**config.mk**
```make
export PLATFORM = sky130hd
export DESIGN_NAME = sv32_page_table_walker
export DESIGN_NICKNAME = d
export VERILOG_FILES = /design/src/rtl/sv32_page_table_walker_pkg.sv /design/src/rtl/sv32_page_table_walker_pte_check.sv /design/src/rtl/sv32_page_table_walker.sv
export SDC_FILE = /design/constraint.sdc
export NUM_CORES = 1
export LEC_CHECK = 0
export CAP_MARGIN = 20
export CELL_PAD_IN_SITES_DETAIL_PLACEMENT = 0
export CELL_PAD_IN_SITES_GLOBAL_PLACEMENT = 1
export CORE_UTILIZATION = 34
export CTS_CLUSTER_SIZE = 8
export DETAILED_ROUTE_END_ITERATION = 10
export HOLD_SLACK_MARGIN = 0.02
export PLACE_DENSITY_LB_ADDON = 0.2
export SYNTH_ARGS = -nofsm -noshare
export SYNTH_HDL_FRONTEND = slang
export SYNTH_HIERARCHICAL = 1
export SYNTH_SLANG_ARGS = --single-unit
```
**constraint.sdc**
```tcl
create_clock -name clk -period 3.6 [get_ports clk]
set_input_delay 0.72 -clock clk [delete_from_list [all_inputs] [get_ports clk]]
set_output_delay 0.72 -clock clk [all_outputs]
set_load 0.02 [all_outputs]
```
**src/rtl/sv32_page_table_walker_pkg.sv**
```systemverilog
// Shared types and helpers for the SV32 page-table walker.
// Holds the walker state encoding, PTE flag bit positions and the PTE address helper.
package sv32_pkg;

  typedef enum logic [2:0] {
    IDLE,
    RD1,
    RD0,
    DONE,
    DRAIN
  } walk_state_e;

  localparam int PTE_V = 0;
  localparam int PTE_R = 1;
  localparam int PTE_W = 2;
  localparam int PTE_X = 3;
  localparam int PTE_U = 4;
  localparam int PTE_G = 5;
  localparam int PTE_A = 6;
  localparam int PTE_D = 7;

  localparam logic [31:0] PTE_FAULT = 32'h0;
  localparam logic [1:0]  PRIV_USER = 2'b00;

  // Physical address of the PTE selected by vpn10 within the table at ppn22.
  function automatic logic [33:0] pte_addr(input logic [21:0] ppn22, input logic [9:0] vpn10);
    return {ppn22, 12'h000} + {22'h0, vpn10, 2'b00};
  endfunction

endpackage

```
**src/rtl/sv32_page_table_walker_pte_check.sv**
```systemverilog
// Combinational PTE checker: classifies a raw PTE at level 1 or 0 and builds
// the normalised leaf word, which is already PTE_FAULT whenever fault is set.
module sv32_pte_check
  import sv32_pkg::*;
#(
  parameter bit CHECK_A = 1'b1
) (
  input  logic [31:0] rdata,
  input  logic        level,
  input  logic [9:0]  vpn0,
  output logic        is_leaf,
  output logic        fault,
  output logic [31:0] leaf_pte
);

  always_comb begin
    is_leaf  = rdata[PTE_R] | rdata[PTE_X];
    fault    = 1'b0;
    leaf_pte = PTE_FAULT;

    if (!rdata[PTE_V] || (!rdata[PTE_R] && rdata[PTE_W])) begin
      fault = 1'b1;
    end
    if (is_leaf && CHECK_A && !rdata[PTE_A]) begin
      fault = 1'b1;
    end

    // A level-1 pointer may reference any 34-bit address; only leaves are range-checked.
    if (level) begin
      if (is_leaf && ((rdata[19:10] != 10'h0) || (rdata[31:30] != 2'b00))) begin
        fault = 1'b1;
      end
    end else begin
      if (!is_leaf || (rdata[31:30] != 2'b00)) begin
        fault = 1'b1;
      end
    end

    if (!fault) begin
      if (level) begin
        leaf_pte = {rdata[29:20], vpn0, 2'b00, rdata[9:0]};
      end else begin
        leaf_pte = {rdata[29:10], 2'b00, rdata[9:0]};
      end
    end
  end

endmodule

```
**src/rtl/sv32_page_table_walker.sv**
```systemverilog
// SV32 page-table walker: performs up to two PTE reads for the instruction
// translator and returns a normalised leaf word, or zero on any fault.
module sv32_page_table_walker
  import sv32_pkg::*;
#(
  parameter bit CHECK_A = 1'b1
) (
  input  logic        clk,
  input  logic        resetn,
  input  logic [31:0] address,
  input  logic [31:0] satp,
  input  logic [1:0]  privilege_mode,
  input  logic        walk_valid,
  output logic        walk_ready,
  output logic [31:0] pte,
  input  logic        abort,
  output logic        mem_valid,
  output logic [33:0] mem_addr,
  input  logic        mem_ready,
  input  logic [31:0] mem_rdata
);

  walk_state_e state_q, state_d;
  logic [9:0]  vpn0_q, vpn0_d;
  logic [31:0] pte_q, pte_d;
  logic [33:0] mem_addr_q, mem_addr_d;

  logic        chk_level;
  logic        chk_leaf;
  logic        chk_fault;
  logic [31:0] chk_pte;
  logic [9:0]  bare_flags;
  logic        unused_inputs;

  assign unused_inputs = ^{satp[30:22], address[11:0]};

  assign chk_level = (state_q == RD1);

  sv32_pte_check #(
    .CHECK_A (CHECK_A)
  ) u_pte_check (
    .rdata    (mem_rdata),
    .level    (chk_level),
    .vpn0     (vpn0_q),
    .is_leaf  (chk_leaf),
    .fault    (chk_fault),
    .leaf_pte (chk_pte)
  );

  always_comb begin
    state_d    = state_q;
    vpn0_d     = vpn0_q;
    pte_d      = pte_q;
    mem_addr_d = mem_addr_q;

    bare_flags        = 10'h0;
    bare_flags[PTE_V] = 1'b1;
    bare_flags[PTE_R] = 1'b1;
    bare_flags[PTE_W] = 1'b1;
    bare_flags[PTE_X] = 1'b1;
    bare_flags[PTE_U] = (privilege_mode == PRIV_USER);
    bare_flags[PTE_G] = 1'b0;
    bare_flags[PTE_A] = 1'b1;
    bare_flags[PTE_D] = 1'b1;

    case (state_q)
      IDLE: begin
        if (walk_valid && !abort) begin
          vpn0_d = address[21:12];
          if (!satp[31]) begin
            pte_d   = {address[31:12], 2'b00, bare_flags};
            state_d = DONE;
          end else begin
            mem_addr_d = pte_addr(satp[21:0], address[31:22]);
            state_d    = RD1;
          end
        end
      end
      RD1, RD0: begin
        if (mem_ready) begin
          if (abort) begin
            state_d = IDLE;
          end else if (chk_fault || chk_leaf || (state_q == RD0)) begin
            pte_d   = chk_pte;
            state_d = DONE;
          end else begin
            mem_addr_d = pte_addr(mem_rdata[31:10], vpn0_q);
            state_d    = RD0;
          end
        end else if (abort) begin
          // The outstanding read cannot be withdrawn, so wait for it and drop the data.
          state_d = DRAIN;
        end
      end
      DONE: begin
        state_d = IDLE;
      end
      DRAIN: begin
        if (mem_ready) begin
          state_d = IDLE;
        end
      end
      default: begin
        state_d = IDLE;
      end
    endcase
  end

  always_ff @(posedge clk or negedge resetn) begin
    if (!resetn) begin
      state_q    <= IDLE;
      vpn0_q     <= 10'h0;
      pte_q      <= PTE_FAULT;
      mem_addr_q <= 34'h0;
    end else begin
      state_q    <= state_d;
      vpn0_q     <= vpn0_d;
      pte_q      <= pte_d;
      mem_addr_q <= mem_addr_d;
    end
  end

  assign walk_ready = (state_q == DONE);
  assign mem_valid  = (state_q == RD1) || (state_q == RD0) || (state_q == DRAIN);
  assign mem_addr   = mem_addr_q;
  assign pte        = pte_q;

endmodule

```
==> impl_metrics.ini <==
[timing]
finClkSkew_ns = 0.00534
setup_violations = 0
timing.slew.headroom_pct = 52.7
period_share_pct = 82.3
max_slew.worst_pin.slew_ns = 0.709
setup-tns-final_ns = 0
maxClockFrequency_mhz = 338
timing_hold_violations_final = 0
rsz_0062_raised_after_global_routing = false
fin_ws_ns = 0.639
maxSlewViolCount = 0
post-route-min-period_ns = 2.96

[critical_path]
critPathMaxStageDelay_ns = 0.56
critical_path.reg2reg.endpoint = pte[4]
critPathMaxFanout = 11
worstPathRequired_ns = 3.82
crit_path_cell_trace = nor2b_1 -> and2b_1 -> and4bb_1 -> nand4_1 -> a21o_1 -> nor2_1 -> nor3_1 -> o211ai_4 -> buf_4 -> mux2_2
rrSetupSlack_ns = 0.64
worst_r2r_path_depth = 10
setup.worst_path.class = reg -> reg
timing.critical_path.from_type = register
critical_path_arrival_ns = 3.19
timing.critical_path.to_type = register
critical_path.slowest_cell = dfrtp_1
crit-reg2reg-launch = state_q[0]

[power]
comb_power_share_pct = 57.1
seq_power_share_pct = 26.9
intPower_w = 0.00363
net-switching-power_w = 0.00206
power.density_cell_area_mw_per_mm2 = 888
switching_share_pct = 36.1
ir_worst_vdd_mv = 0.320
share_of_total_power_in_the_clock_network_pct = 15.9
power.static_leakage_nw = 2.66

[layout]
layout_cells_sized_above_1_pct = 32.0
fillers = 1204
areaGrowthSynthToFinish_pct = 44.1
fin_nets = 611
finalNonFillerCells = 685
mostFrequentLayoutCell = clkdlybuf4s50_1
most-common-layout-cells = 146 x clkdlybuf4s50_1, 110 x mux2_2, 77 x dfrtp_1
post-route-util_pct = 50.6
n_antenna_cell = 0

[grt]
grt_pass1_wl_um = 19600
first_global_vias = 3496
grt_antenna_before_repair = 0
grt_overflow = 0
globalRouteTotalUtil_pct = 19.6
maximum_number_of_pins_on_one_net_before_global_route_repair = 78

[cts]
postCtsSetupRepairBufs = 0
h-tree-depth = 3
clock_insertion_delay_worst_skew_ns = 0.34
cts_hold_buffers = 0
clock_sink_count = 77
clockBufferDepth = 2
tritoncts = yes
cts_root_buf = clkbuf_16
worst_setup_hold_path_clk_slew_ns = 0.06
numCtsBuffers = 9
ctsResizeCount = 0

[yosys]
netlist-cell-type-count = 46
avgSynthCellArea_sq_um = 12.2
synth_enable_flop_cells = 0
postSynthRegisterBits = 77
synth.yosys.seq_area_share_pct = 43.4
yosys_most_used_dff = dfrtp_1
synth.cell_area_sq_mm = 0.00444
async_flop_share_pct = 100
synth_warnings = 6
synthesis.instances = 364

[floorplan]
num_io_pins = 171
placementRows = 41
placeableCoreArea_sq_mm = 0.0127
area_of_the_die_sq_mm = 0.0135
chipWidth_um = 116
initial_utilization_pct = 35.1
die-height_um = 116

[routing]
detailedRoute.firstIterationViolations = 115
vias = 3375
drtPass1Iterations = 4
drc_errors = 0
drt-total-wl_um = 12500
wl_per_instance_um = 18.3
vias_per_cell = 4.93
antenna_left = 0

[placed_design]
numPortBuffers = 147
pre_cts_ws_ns = 0.268
dpl.hpwl_um = 8890
gp_congestion = 0.761
post-place-cells = 668

[min_path]
worst_hold_path_type = in -> async

[status]
outcome = finished, final reports clean

[flow_run]
max-cap-violations = 0
==> kinds of logic (layout without fill, tap and decap cells) <==
group / Yosys count / count (layout) / synth area share, %
multiplexers: 138 / 138 / 35.0
flip-flops: 77 / 77 / 43.4
AND/OR/NAND/NOR: 62 / 62 / 7.60
AO/OA/AOI/OAI: 47 / 47 / 8.50
buffers and inverters: 37 / 184 / 4.98
other: 2 / 4 / 0.169
XOR/XNOR: 1 / 1 / 0.366
==> per-stage QoR <==
stage | total power (W) | instance area, sq um | hold WS [ns]
6_report | 0.00569 | 6410 | 0.210
5_1_grt | 0.00601 | 6410 | 0.206
4_1_cts | 0.00575 | 6380 | 0.509
3_5_place_dp | 0.00481 | 6090 | 0.493
3_3_place_gp | 0.00477 | 6090 | 0.489
2_1_floorplan | 0.00363 | 4450 | 0.424
==> cells in the mapped netlist (2+ instances only) <==
library cell  instances  area [sq um]
conb_1                2          7.51
clkbuf_1              3          11.3
mux2i_1              16           160
nand2b_1              2          12.5
buf_2                15          75.1
nand2_1              25          93.8
a2bb2oi_1             3          26.3
buf_4                 7          52.6
o21bai_1              2          15.0
mux2_2              110          1240
inv_1                 7          26.3
mux2_1                6          67.6
nor4_1                2          12.5
o32a_1                2          20.0
a211oi_2              9           113
buf_6                 5          56.3
nor2_1                6          22.5
nor2b_1               6          37.5
a21o_1                2          15.0
a21oi_1              21           105
or3_1                 6          37.5
mux2_4                6          90.1
nor3b_1               2          15.0
dfrtp_1              77          1930
==> worst max-delay path: cells and delay by family (launching register included) <==
kind,cells,cell delay [ns]
mux,1,0.35
compound gates,2,0.46
buf+inv,1,0.25
flops,1,0.56
simple gates,6,1.20
==> power groups by stage <==
stage / sequential, W / combinational, W / clock [W]
floorplan: 0.00188 / 0.00175 / 0
global placement: 0.00153 / 0.00325 / 0
detailed placement: 0.00154 / 0.00327 / 0
CTS: 0.00153 / 0.00329 / 0.000932
global route: 0.00158 / 0.00346 / 0.000971
finish: 0.00153 / 0.00325 / 0.000907
==> state kept, by name, indices dropped and copies added, names as in the netlist <==
signal / cells
state_q: 3
pte: 32
mem_addr: 32
vpn0_q: 10
==> worst max path at each step <==
stage	start	to
after CTS	state_q[0]	pte[4]
final	state_q[0]	pte[4]
after detailed placement	mem_rdata[11]	pte[4]
after global placement	mem_rdata[15]	pte[16]
after floorplan	state_q[2]	pte[12]
after global routing	state_q[0]	mem_addr[12]
==> cell type report <==
cell class | instances | area, sq um | area share [%]
Clock buffer | 11 | 243 | 3.79
Clock inverter | 5 | 50.0 | 0.781
Inverter | 7 | 26.3 | 0.410
Multi-Input combinational cell | 252 | 2330 | 36.3
Sequential cell | 77 | 1930 | 30.1
Tap cell | 172 | 215 | 3.36
Timing Repair Buffer | 161 | 1620 | 25.3
==> per-layer routing <==
layer  share of wire (%)  wire [um]  GRT usage, %
met2                  47       5940          32.1
met3                 5.7        710          5.03
met1                  45       5670          24.9
met5                   0          0             0
met4                 1.6        204          7.35
Power figures use the tool's default switching activity.
